[src/rtl/fetch_stage.sv]
`default_nettype none
`timescale 1ns/1ps
// +--------------------------------------------------------------------------+
// | fetch_stage: RV32I instruction fetch, single outstanding imem request,   |
// | registered IF/ID bundle with stall, redirect and a one-entry hold buffer.|
// | Revision: 1.0                                                            |
// +--------------------------------------------------------------------------+
module fetch_stage #(
  parameter logic [31:0] RESET_PC  = 32'h0000_0000,
  parameter logic [31:0] NOP_INSTR = 32'h0000_0013
) (
  input  logic        clk,
  input  logic        rst_n,
  output logic        imem_req_valid,
  input  logic        imem_req_ready,
  output logic [31:0] imem_addr,
  input  logic        imem_rsp_valid,
  input  logic [31:0] imem_rdata,
  input  logic        stall,
  input  logic        flush,
  input  logic [31:0] flush_target,
  output logic        id_valid,
  output logic [31:0] id_instr,
  output logic [31:0] id_pc,
  output logic [31:0] id_pc_plus4,
  output logic [1:0]  id_immsrc
);

  typedef enum logic [1:0] {
    S_REQ  = 2'd0,
    S_WAIT = 2'd1,
    S_HOLD = 2'd2
  } state_t;

  state_t      state_q, state_d;
  logic [31:0] pc_q, pc_d;
  logic        req_valid_q, req_valid_d;
  logic        drop_q, drop_d;
  logic [31:0] hold_instr_q, hold_instr_d;
  logic [31:0] hold_pc_q, hold_pc_d;
  logic        id_valid_q, id_valid_d;
  logic [31:0] id_instr_q, id_instr_d;
  logic [31:0] id_pc_q, id_pc_d;
  logic [31:0] id_pc_plus4_q, id_pc_plus4_d;
  logic [1:0]  id_immsrc_q, id_immsrc_d;

  logic        accepted;
  logic        load_id;
  logic [31:0] load_instr;
  logic [31:0] load_pc;

  function automatic logic [1:0] immsrc_of(input logic [31:0] instr);
    case (instr[6:0])
      7'b0100011: immsrc_of = 2'b01;
      7'b1100011: immsrc_of = 2'b10;
      7'b1101111: immsrc_of = 2'b11;
      default:    immsrc_of = 2'b00;
    endcase
  endfunction

  always_comb begin
    state_d      = state_q;
    pc_d         = pc_q;
    drop_d       = drop_q;
    hold_instr_d = hold_instr_q;
    hold_pc_d    = hold_pc_q;
    load_id      = 1'b0;
    load_instr   = hold_instr_q;
    load_pc      = hold_pc_q;
    accepted     = req_valid_q & imem_req_ready;

    if (flush) begin
      pc_d         = flush_target & ~32'd3;
      hold_instr_d = NOP_INSTR;
      hold_pc_d    = 32'd0;
      case (state_q)
        S_REQ: begin
          // An accepted request still owes us a response that must be discarded.
          if (accepted) begin
            drop_d  = 1'b1;
            state_d = S_WAIT;
          end else begin
            state_d = S_REQ;
          end
        end
        S_WAIT: begin
          if (imem_rsp_valid) begin
            drop_d  = 1'b0;
            state_d = S_REQ;
          end else begin
            drop_d  = 1'b1;
            state_d = S_WAIT;
          end
        end
        default: state_d = S_REQ;
      endcase
    end else begin
      case (state_q)
        S_REQ: begin
          if (accepted) state_d = S_WAIT;
        end
        S_WAIT: begin
          if (imem_rsp_valid) begin
            if (drop_q) begin
              drop_d  = 1'b0;
              state_d = S_REQ;
            end else if (stall) begin
              hold_instr_d = imem_rdata;
              hold_pc_d    = pc_q;
              state_d      = S_HOLD;
            end else begin
              load_id    = 1'b1;
              load_instr = imem_rdata;
              load_pc    = pc_q;
              pc_d       = pc_q + 32'd4;
              state_d    = S_REQ;
            end
          end
        end
        S_HOLD: begin
          if (!stall) begin
            load_id = 1'b1;
            pc_d    = pc_q + 32'd4;
            state_d = S_REQ;
          end
        end
        default: state_d = S_REQ;
      endcase
    end

    req_valid_d = (state_d == S_REQ);

    id_valid_d    = id_valid_q;
    id_instr_d    = id_instr_q;
    id_pc_d       = id_pc_q;
    id_pc_plus4_d = id_pc_plus4_q;
    id_immsrc_d   = id_immsrc_q;
    if (flush) begin
      id_valid_d  = 1'b0;
      id_instr_d  = NOP_INSTR;
      id_immsrc_d = 2'b00;
    end else if (!stall) begin
      if (load_id) begin
        id_valid_d    = 1'b1;
        id_instr_d    = load_instr;
        id_pc_d       = load_pc;
        id_pc_plus4_d = load_pc + 32'd4;
        id_immsrc_d   = immsrc_of(load_instr);
      end else begin
        id_valid_d  = 1'b0;
        id_instr_d  = NOP_INSTR;
        id_immsrc_d = 2'b00;
      end
    end
  end

  always_ff @(posedge clk or negedge rst_n) begin
    if (!rst_n) begin
      state_q       <= S_REQ;
      pc_q          <= RESET_PC;
      req_valid_q   <= 1'b0;
      drop_q        <= 1'b0;
      hold_instr_q  <= NOP_INSTR;
      hold_pc_q     <= 32'd0;
      id_valid_q    <= 1'b0;
      id_instr_q    <= NOP_INSTR;
      id_pc_q       <= 32'd0;
      id_pc_plus4_q <= 32'd0;
      id_immsrc_q   <= 2'b00;
    end else begin
      state_q       <= state_d;
      pc_q          <= pc_d;
      req_valid_q   <= req_valid_d;
      drop_q        <= drop_d;
      hold_instr_q  <= hold_instr_d;
      hold_pc_q     <= hold_pc_d;
      id_valid_q    <= id_valid_d;
      id_instr_q    <= id_instr_d;
      id_pc_q       <= id_pc_d;
      id_pc_plus4_q <= id_pc_plus4_d;
      id_immsrc_q   <= id_immsrc_d;
    end
  end

  assign imem_req_valid = req_valid_q;
  assign imem_addr      = pc_q;
  assign id_valid       = id_valid_q;
  assign id_instr       = id_instr_q;
  assign id_pc          = id_pc_q;
  assign id_pc_plus4    = id_pc_plus4_q;
  assign id_immsrc      = id_immsrc_q;

endmodule
`default_nettype wire

[config.mk]
export PLATFORM = sky130hd
export DESIGN_NAME = fetch_stage
export DESIGN_NICKNAME = d
export VERILOG_FILES = /design/src/rtl/fetch_stage.sv
export SDC_FILE = /design/constraint.sdc
export NUM_CORES = 1
export LEC_CHECK = 0
export ABC_AREA = 1
export ABC_CLOCK_PERIOD_IN_PS = 3300
export CAP_MARGIN = 20
export CORE_ASPECT_RATIO = 0.7
export CORE_MARGIN = 2
export CORE_UTILIZATION = 50
export DETAILED_ROUTE_END_ITERATION = 8
export PLACE_DENSITY = 0.84
export SYNTH_ARGS = -nofsm -noshare
export SYNTH_HDL_FRONTEND = slang
export SYNTH_SLANG_ARGS = --single-unit
[constraint.sdc]
create_clock -name clk -period 3.3 [get_ports clk]
set_clock_uncertainty 0.15 [all_clocks]
set_input_delay 0.66 -clock clk [delete_from_list [all_inputs] [get_ports clk]]
set_output_delay 0.66 -clock clk [all_outputs]
set_load 0.1 [all_outputs]
==> metrics.cfg <==
[outcome]
outcome = complete, no violations

[worst_setup_path]
worst-path-buf-inv = 3
worstPathArrival_ps = 2960
cp.required_ps = 3470
max_stage_delay_ps = 630
critPathMaxFanout = 41
criticalPathCategory = in2reg
path_cells = clkdlybuf4s50_1, nor2_2, nand2_4, buf_12, nand2_1, nand2_1, nand2_1, nor2_1, nand2_1, inv_1, nor2_1, o21ai_0, nand2_1
end_kind = register
path_common_cell = nand2_1
crit_family = simple AND/OR/NAND/NOR gates
start_kind = input port
critical_path.slowest_cell = clkdlybuf4s50_1

[final_layout]
seqCellArea_um2 = 4837
fillers = 1737
multi_input_area_um2 = 4760
drive_above_1_share_pct = 17.04
synthToLayoutAreaGrowth_pct = 25.29
diodes = 0
layout.nets = 1642

[detailed_routing]
drt_iter0_markers = 972
wl_per_cell_um = 17.14
wirelength_mm = 31.68
dr.pass1.iters = 6
ant_nets = 0
drc_errors = 0
vias = 10280
vias_per_cell = 5.561

[timing]
rsz0062_at_grt = false
min_period_over_period_pct = 84.40
finalHoldViolations = 0
slew_headroom_pct = 50.94
setup_violations = 0
setup_tns_ps = 0
period_needed_ps = 2785
slew_violations = 0
max_freq_mhz = 359.0
tightest_slew_ps = 734.8

[synthesis]
ys_async_sr_fraction_pct = 100.0
syn_inst = 1390
syn_avg_cell_area_um2 = 7.413
ys_seq_area_share_pct = 46.95
synth_top_flop_cell = dfrtp_1
syn_area_um2 = 10300
ys_ff_latch = 193
synth-edff-count = 0
synth_cell_types = 44
synth_warnings = 0

[pwr]
p_per_area_nw_per_um2 = 632.8
p_leak_nw = 6.196
p_int_w = 0.004338
clockPowerShare_pct = 25.8
power_frac_comb_pct = 38.9
p_sw_share_pct = 46.90
p_total_w = 0.008169
vdd_drop_max_mv = 0.3689
power.net_switching_w = 0.003831
pwr-share-seq_pct = 35.3

[grt]
overflow = 0
grt_max_degree = 71
grt_pass1_wl_mm = 50.35
gr-usage-all-layers_pct = 29.59
grt_pass1_vias = 9547
antenna_found_initial = 1

[clock_network]
cts.hold.buffers_added = 0
cts.sinks = 193
clk_path_buf_depth = 2
clkTransAtPathRegs_ps = 80
post_cts_buffers = 0
h-tree-depth = 4
cts_tree = built
clockRootBuffer = clkbuf_16
numCtsBuffers = 17
cts_resized = 0
clkLatencyLatePin_ps = 440

[place]
gp_congestion = 0.9914
port_buffers = 197
dp_hpwl_mm = 22.49

[floorplanning]
die_width_um = 175.6
start_util_pct = 51.48
num_io_pins = 202
die_area_um2 = 21790
coreArea_um2 = 20010
std_cell_rows = 43
die_h_um = 124.1

[min_path]
hold_path_class = in2async

[job]
cap_violations = 0

[Yosys cell counts (2+ instances only)]
library cell | number | share of area, %
o31ai_1 | 5 | 0.36
nand3_2 | 6 | 0.58
or2_2 | 2 | 0.12
ha_1 | 6 | 0.73
a22oi_1 | 3 | 0.22
dfstp_2 | 6 | 1.5
inv_1 | 92 | 3.4
buf_1 | 11 | 0.40
a211oi_1 | 2 | 0.15
xor2_1 | 10 | 0.85
o21ai_1 | 2 | 0.097
nor2_1 | 156 | 5.7
a31oi_1 | 5 | 0.30
buf_2 | 19 | 0.92
nand4_1 | 7 | 0.42
a21oi_1 | 36 | 1.7
nand3b_1 | 4 | 0.29
buf_4 | 5 | 0.36
nand2_2 | 18 | 1.1
nor2_2 | 23 | 1.4
nor3_1 | 17 | 0.83
o21a_1 | 3 | 0.22
nand3_1 | 126 | 6.1
nand2_1 | 409 | 15
dfrtp_1 | 187 | 45
o211ai_1 | 11 | 0.80
buf_6 | 3 | 0.33
o22ai_1 | 13 | 0.79
clkbuf_1 | 37 | 1.3
o22a_1 | 2 | 0.17
o21ai_0 | 148 | 7.2
inv_2 | 4 | 0.15
[metrics by stage]
step                      hold slack (ps)  area [µm²]  worst slack [ps]  cells  utilization (%)
final                               69.41       12910             514.8   1849            64.50
after global routing                100.4       12910             269.0   1849            64.50
after detailed placement            317.3       12300             81.18   1817            61.47
after CTS                           83.05       12910             546.1   1849            64.50
after floorplan                     214.4       10310             439.3   1391                -
after global placement              318.5       12300             110.2   1817            61.47
[worst paths after layout]
path | startpoint | end | slack [ps] | cells after the start
max in group asynchronous | rst_n | id_instr[1]$_DFFE_PN1P_ | 2120 | 2
worst min register to register | id_pc_plus4[18]$_DFFE_PN0P_ | id_pc_plus4[18]$_DFFE_PN0P_ | 330 | 2
worst max-delay path | stall | id_pc_plus4[10]$_DFFE_PN0P_ | 510 | 13
worst max register to register | state_q[1]$_DFF_PN0_ | id_pc_plus4[15]$_DFFE_PN0P_ | 590 | 14
min in group clk | id_pc_plus4[18]$_DFFE_PN0P_ | id_pc_plus4[18]$_DFFE_PN0P_ | 330 | 2
worst min-delay path | rst_n | state_q[1]$_DFF_PN0_ | 70 | 1
[power by group through the flow]
stage / Sequential [W] / Combinational, W / Clock, W
after floorplan: 0.00442 / 0.000805 / 0
after global placement: 0.00291 / 0.00313 / 0
after detailed placement: 0.00292 / 0.00317 / 0
after CTS: 0.00288 / 0.00318 / 0.00214
after global routing: 0.00291 / 0.00335 / 0.00224
final: 0.00288 / 0.00318 / 0.00211
[metal layers]
metal  vias up  part of all wire [%]  GRT usage, %
met5         -                 0.041             0
met4         2                   1.8         9.401
met3        47                   9.9         6.319
met2       550                    43         43.70
met1      4838                    45         43.62
li1       4845                     -             -
[layout make-up]
class | instances | share of cell area (%)
Timing Repair Buffer | 233 | 15.52
Clock inverter | 15 | 1.415
Inverter | 97 | 2.820
Sequential cell | 193 | 37.47
Tap cell | 270 | 2.617
Multi-Input combinational cell | 1024 | 36.87
Clock buffer | 17 | 3.295
[registers in the layout, indices dropped and copies added, names as in the netlist]
register        flops
id_pc              31
imem_req_valid      1
drop_q              1
id_pc_plus4        30
id_immsrc           2
id_valid            1
state_q             2
imem_addr          30
id_instr           32
hold_pc_q          31
hold_instr_q       32
[logic make-up (layout without fill, tap and decap cells)]
kind of cell,Yosys count,after routing,synth area share (%)
AOI/OAI and AO/OA,234,234,12.50
xor gates and xnor gates,10,10,0.8500
DFF,193,193,46.95
and+or+nand+nor,772,772,31.78
adders and majority gates,6,6,0.7286
other,1,2,0.03639
buffers and inverters,174,362,7.164
[cell usage in the layout (no fill, tap or decap), types with 2 or more instances in the layout]
cell type	n
nand3_2	6
o31ai_1	5
o211ai_1	11
a22oi_1	3
clkinv_8	5
nand3b_1	4
nand3_1	126
ha_1	6
o22a_1	2
clkbuf_16	17
or2_2	2
inv_8	3
a211oi_1	2
conb_1	2
o21ai_0	148
nor3_1	17
nor2_2	23
dfrtp_1	187
dfstp_2	6
buf_4	159
a31oi_1	5
a21oi_1	35
nand2_2	18
o21a_1	3
xor2_1	10
nand2_1	409
buf_12	7
inv_6	4
o21ai_1	2
clkdlybuf4s50_1	65
inv_2	6
inv_1	91
nor2_4	2
nor2_1	155
o22ai_1	13
nand4_1	7
Note: power is estimated with default switching activity, not from simulation.
